`config.mk`:
```
export PLATFORM = sky130hd
export DESIGN_NAME = reg_uart_dump
export DESIGN_NICKNAME = d
export VERILOG_FILES = /design/src/rtl/reg_uart_dump.sv
export SDC_FILE = /design/constraint.sdc
export NUM_CORES = 1
export LEC_CHECK = 0
export BUFFER_PORTS_ARGS = -buffer_cell sky130_fd_sc_hd__buf_4
export CORE_MARGIN = 10
export CORE_UTILIZATION = 50
export CTS_BUF_LIST = sky130_fd_sc_hd__clkbuf_8
export DETAILED_ROUTE_END_ITERATION = 16
export GPL_TIMING_DRIVEN = 0
export PLACE_DENSITY = 0.68
export SLEW_MARGIN = 20
export SYNTH_ARGS = -nofsm -noshare
export SYNTH_HDL_FRONTEND = slang
export SYNTH_SLANG_ARGS = --single-unit
export TNS_END_PERCENT = 5
```
`constraint.sdc`:
```
create_clock -name clk -period 7.3 [get_ports clk]
set_clock_uncertainty 0.15 [all_clocks]
set_input_delay 1.46 -clock clk [delete_from_list [all_inputs] [get_ports clk]]
set_output_delay 1.46 -clock clk [all_outputs]
set_load 0.02 [all_outputs]
```
`src/rtl/reg_uart_dump.sv`:
```
`default_nettype none
// ============================================================================
// Module      : reg_uart_dump
// Description : Snapshots CPU registers ax/bx/cx/dx on a debounced key press
//               and transmits "A=hh B=hh C=hh D=hh\r\n" over an 8N1 UART TX.
//               Optional macro REG_UART_DUMP_CHANGE_TRIG_EN also triggers a
//               dump whenever any of the four registers changes value.
// Revision    : 1.0 - initial release
// ============================================================================
module reg_uart_dump #(
    parameter int CLKS_PER_BIT    = 434,
    parameter int DEBOUNCE_CYCLES = 1000000
) (
    input  logic       clk,
    input  logic       rst_n,
    input  logic       key_dump_n,
    input  logic [7:0] ax,
    input  logic [7:0] bx,
    input  logic [7:0] cx,
    input  logic [7:0] dx,
    output logic       uart_tx,
    output logic       busy,
    output logic       frame_done
);

    localparam int c_CLK_CNT_W = (CLKS_PER_BIT > 1) ? $clog2(CLKS_PER_BIT) : 1;
    localparam int c_DB_CNT_W  = (DEBOUNCE_CYCLES > 1) ? $clog2(DEBOUNCE_CYCLES) : 1;
    localparam logic [c_CLK_CNT_W-1:0] c_CLK_LAST = c_CLK_CNT_W'(CLKS_PER_BIT - 1);
    localparam logic [c_DB_CNT_W-1:0]  c_DB_LAST  = c_DB_CNT_W'(DEBOUNCE_CYCLES - 1);
    localparam logic [4:0] c_LAST_BYTE = 5'd20;

    localparam logic [1:0] c_ST_IDLE  = 2'd0;
    localparam logic [1:0] c_ST_START = 2'd1;
    localparam logic [1:0] c_ST_DATA  = 2'd2;
    localparam logic [1:0] c_ST_STOP  = 2'd3;

    logic                   r_key_meta;
    logic                   r_key_sync;
    logic                   r_key_db;
    logic                   r_key_db_d;
    logic [c_DB_CNT_W-1:0]  r_db_cnt;
    logic                   w_key_trig;
    logic                   w_trig;

    logic [1:0]             r_state;
    logic [1:0]             w_state_next;
    logic [c_CLK_CNT_W-1:0] r_clk_cnt;
    logic [2:0]             r_bit_idx;
    logic [4:0]             r_byte_idx;
    logic                   r_pending;
    logic                   r_frame_done;
    logic [7:0]             r_snap_a;
    logic [7:0]             r_snap_b;
    logic [7:0]             r_snap_c;
    logic [7:0]             r_snap_d;
    logic [7:0]             w_tx_byte;
    logic                   w_bit_end;
    logic                   w_frame_end;
    logic                   w_restart;
    logic                   w_frame_start;

    function automatic logic [7:0] nib2asc(input logic [3:0] n);
        nib2asc = (n < 4'd10) ? (8'h30 + {4'h0, n}) : (8'h37 + {4'h0, n});
    endfunction

    // Two-flop synchroniser for the asynchronous pushbutton
    always_ff @(posedge clk or negedge rst_n) begin
        if (!rst_n) begin
            r_key_meta <= 1'b1;
            r_key_sync <= 1'b1;
        end else begin
            r_key_meta <= key_dump_n;
            r_key_sync <= r_key_meta;
        end
    end

    // Debounce: accept a new level once it has differed for DEBOUNCE_CYCLES cycles
    always_ff @(posedge clk or negedge rst_n) begin
        if (!rst_n) begin
            r_key_db   <= 1'b1;
            r_key_db_d <= 1'b1;
            r_db_cnt   <= '0;
        end else begin
            r_key_db_d <= r_key_db;
            if (r_key_sync == r_key_db) begin
                r_db_cnt <= '0;
            end else if (r_db_cnt == c_DB_LAST) begin
                r_key_db <= r_key_sync;
                r_db_cnt <= '0;
            end else begin
                r_db_cnt <= r_db_cnt + 1'b1;
            end
        end
    end

    // Press (debounced 1->0) only; release never triggers
    assign w_key_trig = r_key_db_d & ~r_key_db;

`ifdef REG_UART_DUMP_CHANGE_TRIG_EN
    logic [31:0] r_shadow;
    logic [31:0] w_regs;
    assign w_regs = {ax, bx, cx, dx};

    // Shadow copy tracks the live registers so any change yields one trigger
    always_ff @(posedge clk or negedge rst_n) begin
        if (!rst_n) begin
            r_shadow <= '0;
        end else begin
            r_shadow <= w_regs;
        end
    end

    assign w_trig = w_key_trig | (w_regs != r_shadow);
`else
    assign w_trig = w_key_trig;
`endif

    assign w_bit_end     = (r_clk_cnt == c_CLK_LAST);
    assign w_frame_end   = (r_state == c_ST_STOP) && w_bit_end && (r_byte_idx == c_LAST_BYTE);
    assign w_restart     = w_frame_end && (r_pending || w_trig);
    assign w_frame_start = ((r_state == c_ST_IDLE) && w_trig) || w_restart;

    // FSM state register
    always_ff @(posedge clk or negedge rst_n) begin
        if (!rst_n) begin
            r_state <= c_ST_IDLE;
        end else begin
            r_state <= w_state_next;
        end
    end

    // FSM next-state logic; STOP chains straight into the next START
    always_comb begin
        w_state_next = r_state;
        case (r_state)
            c_ST_IDLE:  if (w_trig) w_state_next = c_ST_START;
            c_ST_START: if (w_bit_end) w_state_next = c_ST_DATA;
            c_ST_DATA:  if (w_bit_end && (r_bit_idx == 3'd7)) w_state_next = c_ST_STOP;
            c_ST_STOP: begin
                if (w_bit_end) begin
                    if ((r_byte_idx != c_LAST_BYTE) || w_restart) begin
                        w_state_next = c_ST_START;
                    end else begin
                        w_state_next = c_ST_IDLE;
                    end
                end
            end
            default:    w_state_next = c_ST_IDLE;
        endcase
    end

    // Bit/byte timing counters, one-deep pending flag, snapshot and done pulse
    always_ff @(posedge clk or negedge rst_n) begin
        if (!rst_n) begin
            r_clk_cnt    <= '0;
            r_bit_idx    <= '0;
            r_byte_idx   <= '0;
            r_pending    <= 1'b0;
            r_frame_done <= 1'b0;
            r_snap_a     <= '0;
            r_snap_b     <= '0;
            r_snap_c     <= '0;
            r_snap_d     <= '0;
        end else begin
            r_frame_done <= w_frame_end;

            if ((r_state == c_ST_IDLE) || w_bit_end) begin
                r_clk_cnt <= '0;
            end else begin
                r_clk_cnt <= r_clk_cnt + 1'b1;
            end

            if (r_state != c_ST_DATA) begin
                r_bit_idx <= '0;
            end else if (w_bit_end) begin
                r_bit_idx <= r_bit_idx + 1'b1;
            end

            if ((r_state == c_ST_IDLE) || w_frame_end) begin
                r_byte_idx <= '0;
            end else if ((r_state == c_ST_STOP) && w_bit_end) begin
                r_byte_idx <= r_byte_idx + 1'b1;
            end

            // A trigger on the final stop cycle is consumed by the restart itself
            if (w_frame_end) begin
                r_pending <= 1'b0;
            end else if ((r_state != c_ST_IDLE) && w_trig) begin
                r_pending <= 1'b1;
            end

            if (w_frame_start) begin
                r_snap_a <= ax;
                r_snap_b <= bx;
                r_snap_c <= cx;
                r_snap_d <= dx;
            end
        end
    end

    // Character selection for the current byte index
    always_comb begin
        w_tx_byte = 8'h0A;
        case (r_byte_idx)
            5'd0:    w_tx_byte = 8'h41;
            5'd1:    w_tx_byte = 8'h3D;
            5'd2:    w_tx_byte = nib2asc(r_snap_a[7:4]);
            5'd3:    w_tx_byte = nib2asc(r_snap_a[3:0]);
            5'd4:    w_tx_byte = 8'h20;
            5'd5:    w_tx_byte = 8'h42;
            5'd6:    w_tx_byte = 8'h3D;
            5'd7:    w_tx_byte = nib2asc(r_snap_b[7:4]);
            5'd8:    w_tx_byte = nib2asc(r_snap_b[3:0]);
            5'd9:    w_tx_byte = 8'h20;
            5'd10:   w_tx_byte = 8'h43;
            5'd11:   w_tx_byte = 8'h3D;
            5'd12:   w_tx_byte = nib2asc(r_snap_c[7:4]);
            5'd13:   w_tx_byte = nib2asc(r_snap_c[3:0]);
            5'd14:   w_tx_byte = 8'h20;
            5'd15:   w_tx_byte = 8'h44;
            5'd16:   w_tx_byte = 8'h3D;
            5'd17:   w_tx_byte = nib2asc(r_snap_d[7:4]);
            5'd18:   w_tx_byte = nib2asc(r_snap_d[3:0]);
            5'd19:   w_tx_byte = 8'h0D;
            default: w_tx_byte = 8'h0A;
        endcase
    end

    // FSM outputs; reset forces IDLE so the line returns high asynchronously
    always_comb begin
        uart_tx = 1'b1;
        busy    = 1'b0;
        case (r_state)
            c_ST_START: begin
                uart_tx = 1'b0;
                busy    = 1'b1;
            end
            c_ST_DATA: begin
                uart_tx = w_tx_byte[r_bit_idx];
                busy    = 1'b1;
            end
            c_ST_STOP: begin
                uart_tx = 1'b1;
                busy    = 1'b1;
            end
            default: begin
                uart_tx = 1'b1;
                busy    = 1'b0;
            end
        endcase
    end

    assign frame_done = r_frame_done;

endmodule
`default_nettype wire

```
# == Yosys cells after proc, flatten, opt, wreduce, memory -nomap -nowiden ==
# Cells that the tools add are included.
# W data, S select, Z words.
# word_totals
ff_bits,77
output_inout_bits,3
in_bits,35
word_cells,130
# op_classes
muxes,28
addsub,20
reduce_logical,22
magnitude_cmp,9
bitwise_logic,3
n_eq_ne,33
# ops
operator,count
$add A6 B4 Y7 const A,16
$pmux W7 S15,1
$mux W7,8
$eq A5 B4 Y1 const B,8
$mux W20,2
$lt A4 B4 Y1 const B,8
$eq A5 B5 Y1 const B,5
$add A20 B1 Y20 const B,1
$eq A20 B20 Y1 const B,1
$eq A5 B3 Y1 const B,4
$eq A5 B2 Y1 const B,2
$mux W5,2
$ne A2 B2 Y1 const B,5
$add A9 B1 Y9 const B,1
$eq A9 B9 Y1 const B,1
$mux W9,1
$mux W2,4
$pmux W2 S4,1
$reduce_bool A2 Y1,4
$logic_and A1 B1 Y1,6
$mux W3,2
$reduce_or A3 Y1,2
$add A5 B1 Y5 const B,1
$eq A5 B1 Y1 const B,1
18 further kinds,28

# == Longest topological paths before layout ==
# Gate-level depths: netlist of run 1.
# depth
word_depth,8
mapped_depth,11

# == Least setup slack after synthesis of run 1 ==
# No wires, ideal clock.
# synth_path
kind,register to output
startpoint,reg r_byte_idx[0]
endpoint,out uart_tx
required_time_ns,5.690
slack_ns,3.222
arrival_ns,2.468
path_stages_with_launch,9
path_buffers,0
cell_sequence,dfrtp_1 > ha_1 > or4bb_1 > o31ai_1 > a2bb2oi_1 > a2111oi_0 > a21oi_1 > a21oi_1 > o311ai_1
# synth_between
elab_chain_cells,6
elab_cells_between_ends,26
# synth_rtl
element,line,source
start: declaration,49,logic [4:0] r_byte_idx;
start signal: assignment,182,r_byte_idx <= r_byte_idx + 1'b1;
$eq A5 B5 Y1 (tied with other cells),204,case (r_byte_idx)
$reduce_or A4 Y1 (no line) or $reduce_or A3 Y1 (tied branches),n/a,
$pmux W7 S15 *,204,
$bmux W1 S3 *,239,uart_tx = w_tx_byte[r_bit_idx];
$mux W1 (implied by the code) *,239,
$pmux W1 S2 *,233,case (r_state)
end: declaration,21,"output logic uart_tx,"
# Every way passes the cells marked *; elsewhere a longest branch is shown, timed or not. The select of a mux whose other input is x is not followed.

# == Worst setup path in the final report of run 1 ==
# Same ends and word-level chain as after synthesis.

==> summary.txt, run 1 <==
Vias in the first global route = 3742
Crit path kind = reg2out
# rows = 35
N_diodes = 0
Setup violators final = 0
Dpl cells = 678
Yosys reg bits = 77
Unrepaired setup endpoints after global routing = no
Worst path cell trace = inv_1 -> ha_1 -> nor2b_1 -> nand3_1 -> nor4b_1 -> a311oi_1 -> nand4_1 -> a21oi_1 -> o311ai_1 -> buf_4
Clk root buf = clkbuf_8
Antenna violations before repair = 0
Tcrit/Tclk final = 0.664
Multi-input combinational cell area = 2640 sq um
PD cells = 142 nW/um^2
Util after Layout = 0.584
Clock sinks = 77
Fillers = 829
Ratio of cells with drive above 1 in the final layout = 0.163
CTS HTree Levels = 3
Die ar. = 13800 sq um
Critical Path Fanout Max = 7
Maximum clock path buffer count = 2
Leakage = 0.00237 uW
Post-route ant nets = 0
GRT Overall Usage = 0.161
CTS tree = yes
Area grow syn2layout = 13.3%
PortBufs = 37
Worst path slowest cell = nor4b_1
Largest net degree at the start of global routing = 78
GPL Wtd Cong = 0.947
Clk pin slew, worst setup/hold paths = 0.09 ns
Sw Ratio = 0.247
Critical path startpoint category = flip-flop
HPWL Detailed = 8190 microns
Worst path max stage delay = 0.58 ns
Slew @ Worst Pin = 0.973 ns
Clock latency on the worst-skew pair = 0.36 ns
Die extent in x = 118 microns
Net Count, Synth = 569
Comb pwr share = 0.034
Async S/R FF share, synth = 1.00
Arr. time, crit path = 3.24 ns
Post-cts sizing count = 0
Slew HR = 0.351
Final Power = 766 uW
Max-slew violations = 0
DRC = 0
Max-Cap Viols = 0
Critical Path RT = 5.69 ns
DRT iter0 DRCs = 173
Register area share after synthesis = 0.406
Synth Instances = 512
Net switching power = 189 uW
Clk pwr share = 0.404
CTS Buf Count = 9
IO Pins = 38
Final hold vios = 0
Yosys warns = 0
Die Height = 118 microns
Starting Density = 0.516
Pint = 577 uW
Mean Syn Cell Area = 9.30 sq um
Setup TNS = 0 ns
Max VDD drop = 105 uV
Final WL = 11200 microns
Seq pwr share = 0.562
Crit. End Element = primary output
First-pass GRT wire length = 18900 microns
Hold Crit Class = reg2reg
Nets = 617
GRT overflow = 0
Period minus WS final = 4.85 ns
Post-Synthesis Cell Area = 4760 sq um
Vias per inst = 5.65
Core Region = 9240 sq um
Total number of vias = 3920
F_max = 206 MHz
Post-CTS setup buffers = 0
CTS Hold Bufs = 0
Avg WL per Cell = 16.1 microns
Non-Filler Instances = 694
Library cells used by synthesis = 61
FF+latch area = 1930 sq um
1st-pass router iterations = 5
Reg2reg setup slack = 4.44 ns
Status = finished, final reports clean
Most used DFF post-synth = dfrtp_1
Number of flops mapped to enable cells by yosys = 0
## logic make-up (layout without fill, tap and decap cells)
group | Yosys count | in the layout | synth area share
xor+xnor | 34 | 34 | 0.0625
compound gates | 116 | 116 | 0.155
fa+ha+maj | 22 | 22 | 0.0578
simple gates | 200 | 200 | 0.226
mux | 22 | 22 | 0.0510
buf+inv | 41 | 94 | 0.0423
flops | 77 | 77 | 0.406
## path summary, 6_finish.rpt
path / endpoint / depth (start not counted) / from
max: uart_tx / 10 / r_byte_idx[0]
min: r_key_sync / 0 / r_key_meta
max reg2reg: r_snap_d[2] / 9 / r_byte_idx[0]
min reg2reg: r_key_sync / 0 / r_key_meta
max in group asynchronous: r_state[1] / 1 / rst_n
min in group asynchronous: r_snap_c[6] / 1 / rst_n
## metrics by stage
stage,cell area [sq um],setup WS [ns],hold slack [ns]
floorplan,4760,3.22,0.195
global placement,5200,2.49,0.205
detailed placement,5210,2.62,0.204
CTS,5390,2.23,0.219
global route,5400,2.18,0.221
finish,5400,2.45,0.219
## synthesized netlist by cell type, types with 3 or more instances
master    number  area [sq um]
nand2_2        4          25.0
inv_1         26          97.6
ha_1          22           275
nand2_1       39           146
a21oi_1       33           165
nor4_1         6          37.5
xnor2_1       20           175
o211ai_1       4          30.0
mux2_1        16           180
nor2b_1       15          93.8
o21ai_0       32           160
a22oi_1        5          37.5
and2_1         5          31.3
nor3_1        12          60.1
nor2_1        51           191
xor2_1        14           123
and4b_1        3          30.0
or3_1          3          18.8
o22ai_1        4          25.0
clkbuf_1       8          30.0
mux2i_1        4          40.0
and3_1         7          43.8
nand3_1       18          90.1
dfrtp_1       73          1830
nand4_1       11          68.8
nor4b_1        5          43.8
o21ai_2       15           131
dfstp_2        4           105
nand2b_1       3          18.8
a211oi_1       7          52.6
## sequential cells by signal, indices dropped and copies added (netlist names)
| register | count |
|---|---|
| r_db_cnt | 20 |
| r_snap_d | 8 |
| r_key_sync | 1 |
| r_snap_b | 8 |
| r_key_db_d | 1 |
| r_key_meta | 1 |
| r_byte_idx | 5 |
| r_snap_a | 8 |
| r_bit_idx | 3 |
| r_clk_cnt | 9 |
| r_snap_c | 8 |
| r_pending | 1 |
| r_key_db | 1 |
| r_state | 2 |
| frame_done | 1 |
## power by group through the flow
| stage | clock network (uW) | registers, uW | logic [uW] |
|---|---|---|---|
| floorplan | 0 | 438 | 3.40 |
| global placement | 0 | 438 | 26.8 |
| detailed placement | 0 | 439 | 27.4 |
| CTS | 320 | 430 | 27.4 |
| global route | 335 | 431 | 29.9 |
| finish | 310 | 430 | 26.3 |
## worst max-delay path, delay by kind of cell (launching register included)
family	cells	cell delay, ns
AOI/OAI and AO/OA	3	0.60
DFF	1	0.44
buffers and inverters	2	0.32
and+or+nand+nor	4	1.22
adders and majority gates	1	0.31
## layout make-up
cell class                 instances  share of cell area
clock buffer                      10              0.0255
tap                              129              0.0299
timing repair buffer              37              0.0515
multi-input combinational        394               0.490
clock inverter                     6             0.00834
inverter                          26              0.0181
buffer                            15              0.0192
sequential                        77               0.358
## metal layers
| layer | wire, microns | part of all wire | vias to the layer above | track usage |
|---|---|---|---|---|
| li1 | - | - | 1928 | - |
| met1 | 5260 | 0.47 | 1869 | 0.214 |
| met2 | 5190 | 0.46 | 109 | 0.256 |
| met3 | 582 | 0.052 | 14 | 0.0398 |
| met4 | 136 | 0.012 | 0 | 0.0379 |
| met5 | 0 | 0 | - | 0 |
## placed cells by master (no fill, tap or decap), types with 16 or more instances in the layout
master   count
dfrtp_1     73
buf_4       37
ha_1        22
a21oi_1     33
nand2_1     39
o21ai_0     32
nand3_1     18
xnor2_1     20
inv_1       27
nor2_1      51
mux2_1      16
Note: power is estimated with default switching activity, not from simulation.
==> inputs of run 2 (changes only) <==
--- a/config.mk
+++ b/config.mk
@@ -5,13 +5,14 @@
 export SDC_FILE = /design/constraint.sdc
 export NUM_CORES = 1
 export LEC_CHECK = 0
+export ABC_AREA = 1
 export BUFFER_PORTS_ARGS = -buffer_cell sky130_fd_sc_hd__buf_4
 export CORE_MARGIN = 10
 export CORE_UTILIZATION = 50
 export CTS_BUF_LIST = sky130_fd_sc_hd__clkbuf_8
 export DETAILED_ROUTE_END_ITERATION = 16
 export GPL_TIMING_DRIVEN = 0
-export PLACE_DENSITY = 0.68
+export PLACE_DENSITY = 0.71
 export SLEW_MARGIN = 20
 export SYNTH_ARGS = -nofsm -noshare
 export SYNTH_HDL_FRONTEND = slang
==> constraint.sdc (replaced) <==
create_clock -name clk -period 4.44 [get_ports clk]
set_clock_uncertainty 0.15 [all_clocks]
set_input_delay 0.888 -clock clk [delete_from_list [all_inputs] [get_ports clk]]
set_output_delay 0.888 -clock clk [all_outputs]
set_load 0.02 [all_outputs]
==> run 2 against run 1 <==
Critical path type unchanged. Worst hold slack worse by 0.0076 ns. Total power up 74%. Area after synthesis up 2.5%. Via count up 16%. Sequential power up 64%. Non-clock buffer count down 4. Synthesized cell count up 36%. Routed wire length up 5.9%. Critical path depth up 5. Clock-buffer cell count unchanged. Highest routed layer unchanged. Die area up 2.1%. Largest power group unchanged. Cell count up 27%.
==> summary.txt, run 2 <==
CTS tree = yes
Yosys warns = 0
Vias per inst = 5.15
Fin Hold WS = 0.212 ns
Tcrit/Tclk final = 0.813
Period minus WS final = 3.61 ns
Max FFs per register = 20
Number of flops mapped to enable cells by yosys = 0
Most common cell after layout, fill and taps aside = nand2_1
Vias in the first global route = 4379
Clk pin slew, worst setup/hold paths = 0.09 ns
Critical path startpoint category = flip-flop
Unrepaired setup endpoints after global routing = no
PortBufs = 37
Post-cts sizing count = 0
HPWL Detailed = 9060 microns
Synth Instances = 696
Slew HR = 0.353
Die extent in x = 119 microns
Post-synth top area share = 0.374
Final WL = 11800 microns
Area grow syn2layout = 13.5%
Post-route ant nets = 0
# rows = 36
Slew @ Worst Pin = 0.970 ns
Nets = 801
Max-Cap Viols = 0
R2R depth = 12
Final Instance Area = 5540 sq um
Largest net degree at the start of global routing = 78
GRT Overall Usage = 0.172
PD cells = 241 nW/um^2
Hold Crit Class = reg2reg
Worst Hold Path Cells = 0
DRT iter0 DRCs = 300
Leakage = 0.00271 uW
CP dominant cell by count = nand2_1
GPL Wtd Cong = 0.940
CTS Buf Count = 9
Async S/R FF share, synth = 1.00
CTS Hold Bufs = 0
Non-Filler Instances = 882
Die ar. = 14100 sq um
Area contributors post-synth = dfrtp_1, nand2_1, nand3_1, nor2_1, inv_1
Maximum clock path buffer count = 2
Util after Layout = 0.575
Final hold vios = 0
Clock latency on the worst-skew pair = 0.37 ns
DRC = 0
Biggest regs = r_db_cnt (20), r_clk_cnt (9)
Area after DPL = 5330 sq um
Antenna violations before repair = 0
Area leader, netlist = dfrtp_1
Worst path max stage delay = 0.41 ns
Most frequent cells in the layout = nand2_1, nor2_1, inv_1
Setup violators final = 0
1st-pass router iterations = 5
Mean Syn Cell Area = 7.02 sq um
GRT overflow = 0
Clk root buf = clkbuf_8
Total number of vias = 4542
Fillers = 956
WP depth = 15
Core Region = 9640 sq um
Most used DFF post-synth = dfrtp_1
Post-Synthesis Cell Area = 4880 sq um
Kind of cell adding the most delay to the critical path = simple AND/OR/NAND/NOR gates
F_max = 277 MHz
Top reg by flops = r_db_cnt
Dpl cells = 866
Starting Density = 0.507
Worst path cell trace = inv_1 -> ha_1 -> nand2_1 -> nor2_1 -> nand3_1 -> nand2_1 -> nor2_1 -> nand3_1 -> nand2_1 -> nand2_1 -> nand3_1 -> nand2_1 -> nand2_1 -> nand2_1 -> buf_4
Yosys reg bits = 77
CTS HTree Levels = 3
Crit path kind = reg2out
Worst path slowest cell = dfrtp_1
Critical Path RT = 3.40 ns
IO Pins = 38
Count of buffer and inverter cells on the critical path = 2
Crit. End Element = primary output
Avg WL per Cell = 13.4 microns
Critical Path Fanout Max = 6
N_diodes = 0
Most common cell in the netlist = nand2_1
Setup TNS = 0 ns
Library cells used by synthesis = 39
Status = finished, final reports clean
First-pass GRT wire length = 20200 microns
Register area share after synthesis = 0.395
Ratio of cells with drive above 1 in the final layout = 0.115
Die Height = 119 microns
Post-CTS setup buffers = 0
Max-slew violations = 0
Most frequent cells after synthesis = nand2_1, nor2_1, inv_1, nand3_1, dfrtp_1
Net Count, Synth = 753
Max VDD drop = 249 uV
Clock sinks = 77
Arr. time, crit path = 2.57 ns
run 2: cell count changes after synthesis, sizes merged, moves of 13 or more:
| cell | change |
|---|---|
| inv | +61 |
| mux2 | -13 |
| nand2 | +159 |
| nand3 | +59 |
| nor2 | +39 |
| nor2b | -15 |
| xnor2 | -19 |
run 2: area by class of cell:
type,count,area (sq um),area share
multi-input cells,521,2560,0.462
flip-flops and latches,77,1930,0.349
inverters,87,327,0.0589
repair buffers,37,278,0.0501
well taps,133,166,0.0300
clock buffers,10,138,0.0248
clock inverters,6,76.3,0.0138
plain buffers,11,65.1,0.0117
run 2: worst paths after layout:
kind                          startpoint           to  slack, ns
setup / recovery           r_byte_idx[0]      uart_tx       0.83
hold / removal                r_key_meta   r_key_sync       0.21
setup reg to reg            r_clk_cnt[1]  r_snap_b[7]       2.14
hold reg to reg               r_key_meta   r_key_sync       0.21
max in group asynchronous          rst_n  r_snap_b[6]       2.99
min in group asynchronous          rst_n  r_snap_c[6]       0.50
run 2: kinds of logic (layout without fill, tap and decap cells):
| kind of cell | after synthesis | in the layout | synth area share |
|---|---|---|---|
| AND/OR/NAND/NOR | 402 | 402 | 0.350 |
| buffers and inverters | 98 | 151 | 0.0802 |
| AO/OA/AOI/OAI | 86 | 86 | 0.0930 |
| flip-flops | 77 | 77 | 0.395 |
| adder cells (fa/ha/maj) | 22 | 22 | 0.0564 |
| XOR/XNOR | 6 | 6 | 0.0108 |
| multiplexers | 5 | 5 | 0.0146 |
run 2: metal layers:
layer	wire, microns	track usage	vias up
met5	0	0	-
met3	564	0.0439	15
li1	-	-	2336
met2	5480	0.277	98
met4	191	0.0519	0
met1	5590	0.222	2093
run 2: metrics by stage:
stage	total power [uW]	setup slack [ns]
floorplan	727	1.68
global placement	766	1.36
detailed placement	767	1.27
CTS	1350	0.835
global route	1390	0.631
finish	1340	0.830
run 2: power breakdown:
part | internal (uW) | leakage, uW | total (uW) | switching [uW]
logic | 21.8 | 0.00169 | 45.5 | 23.6
registers | 705 | 0.000913 | 707 | 2.08
clock network | 286 | 0.000110 | 583 | 297
==> inputs of run 3 (changes only) <==
--- a/config.mk
+++ b/config.mk
@@ -12,7 +12,7 @@
 export CTS_BUF_LIST = sky130_fd_sc_hd__clkbuf_8
 export DETAILED_ROUTE_END_ITERATION = 16
 export GPL_TIMING_DRIVEN = 0
-export PLACE_DENSITY = 0.71
+export PLACE_DENSITY = 0.68
 export SLEW_MARGIN = 20
 export SYNTH_ARGS = -nofsm -noshare
 export SYNTH_HDL_FRONTEND = slang
==> constraint.sdc (replaced) <==
create_clock -name clk -period 3.75 [get_ports clk]
set_clock_uncertainty 0.15 [all_clocks]
set_input_delay 0.75 -clock clk [delete_from_list [all_inputs] [get_ports clk]]
set_output_delay 0.75 -clock clk [all_outputs]
set_load 0.02 [all_outputs]
==> run 3 against run 2 <==
Global-route usage increased by 0.085 points. Non-clock buffer count unchanged. Total power increased by 14%. Clock-buffer cell count increased by 1. Via count increased by 0.29%. Sequential cell count unchanged. Final area decreased by 0.38%. Sequential power increased by 18%. Critical path depth unchanged. Cell count unchanged. First-iteration DRC count increased by 16%. Largest cell class unchanged. Largest power group unchanged.
==> summary.txt, run 3 (synthesis results as in run 2) <==
Hold Crit Class = reg2reg
Max VDD drop = 200 uV
Status = finished, final reports clean
Worst slack, placed = 0.776 ns
Core Region = 9640 sq um
Non-Filler Instances = 882
Unrepaired setup endpoints after global routing = no
HPWL Detailed = 8970 microns
Post-route ant nets = 0
Slew HR = 0.353
Setup violators final = 0
CP dominant cell by count = nand2_1
Die ar. = 14100 sq um
Vias per inst = 5.16
CTS Hold Bufs = 0
Dpl cells = 866
IO Pins = 38
N_diodes = 0
Vias in the first global route = 4299
CTS Buf Count = 9
PD cells = 275 nW/um^2
PortBufs = 37
DRC = 0
Max-slew violations = 0
GRT Overall Usage = 0.172
Die extent in x = 119 microns
Post-CTS setup buffers = 0
GPL Wtd Cong = 0.902
Die Height = 119 microns
Crit path kind = reg2out
CTS HTree Levels = 3
Critical Path Fanout Max = 6
Setup TNS = 0 ns
Critical path startpoint category = flip-flop
Avg WL per Cell = 13.3 microns
# rows = 36
Period minus WS final = 3.37 ns
Tcrit/Tclk final = 0.899
Crit. End Element = primary output
Max FFs per register = 20
1st-pass router iterations = 5
Clk pin slew, worst setup/hold paths = 0.08 ns
CTS tree = yes
Biggest regs = r_db_cnt (20), r_clk_cnt (9)
Final WL = 11700 microns
Leakage = 0.00269 uW
DRT iter0 DRCs = 349
Clk root buf = clkbuf_8
Critical Path RT = 2.85 ns
GRT overflow = 0
Most common cell after layout, fill and taps aside = nand2_1
Max-Cap Viols = 0
FF+latch area = 1930 sq um
Area after DPL = 5330 sq um
Final Instance Area = 5520 sq um
Final hold vios = 0
Final Power = 1520 uW
F_max = 297 MHz
Clock latency on the worst-skew pair = 0.37 ns
Nets = 801
Post-cts sizing count = 0
Antenna violations before repair = 0
Arr. time, crit path = 2.47 ns
Multi-input combinational cell area = 2560 sq um
Most frequent cells in the layout = nand2_1, nor2_1, inv_1
Total number of vias = 4555
Area grow syn2layout = 13.0%
Slew @ Worst Pin = 0.971 ns
Ratio of cells with drive above 1 in the final layout = 0.115
Top reg by flops = r_db_cnt
Worst path slowest cell = dfrtp_1
Maximum clock path buffer count = 2
Setup ws final = 0.378 ns
Fillers = 975
Largest net degree at the start of global routing = 78
First-pass GRT wire length = 20400 microns
Starting Density = 0.507
Worst path max stage delay = 0.41 ns
Worst path cell trace = inv_1 -> ha_1 -> nand2_1 -> nor2_1 -> nand3_1 -> nand2_1 -> nor2_1 -> nand3_1 -> nand2_1 -> nand2_1 -> nand3_1 -> nand2_1 -> nand2_1 -> nand2_1 -> buf_4
Clock sinks = 77
==> run 3: changes by cell type in the layout (fill, tap and decap cells not counted), sizes merged <==
cell / before / now
inv: 91 / 89
clkinvlp: 0 / 2
bufinv: 1 / 0
clkbuf: 12 / 13
==> run 3: critical path, delay by kind of cell (launching register included) <==
kind                     cells  cell delay (ns)
adder cells (fa/ha/maj)      1             0.22
buffers and inverters        2             0.26
flip-flops                   1             0.41
AND/OR/NAND/NOR             12             1.20
==> run 3: power breakdown <==
group	internal, uW	switching (uW)	total [uW]
clock network	282	344	626
logic	25.9	27.7	53.6
registers	834	2.13	836
==> run 3: final cells by class <==
class	count	share of cell area
repair buffers	37	0.0503
well taps	133	0.0301
clock inverters	5	0.00748
multi-input cells	521	0.464
inverters	87	0.0591
clock buffers	11	0.0274
plain buffers	11	0.0118
flip-flops and latches	77	0.350
==> run 3: per-stage QoR <==
stage | util | hold slack (ns)
2_1_floorplan | - | 0.195
3_3_place_gp | 0.553 | 0.199
3_5_place_dp | 0.553 | 0.199
4_1_cts | 0.573 | 0.212
5_1_grt | 0.573 | 0.214
6_report | 0.573 | 0.210
==> run 3: layer usage <==
metal	share of wire	GRT usage	up-vias	wire, microns
met1	0.48	0.234	2109	5640
met4	0.020	0.0718	0	239
met5	0	0	-	0
met2	0.45	0.270	97	5310
li1	-	-	2331	-
met3	0.043	0.0255	18	501
==> run 3: worst paths after layout <==
kind	startpoint	endpoint	slack, ns	cells past startpoint
max	r_byte_idx[0]	uart_tx	0.38	15
min	r_key_meta	r_key_sync	0.21	0
max reg2reg	r_clk_cnt[1]	r_snap_a[3]	1.45	12
min reg2reg	r_key_meta	r_key_sync	0.21	0
max in group asynchronous	rst_n	r_snap_b[7]	2.44	1
min in group asynchronous	rst_n	r_snap_b[1]	0.35	1
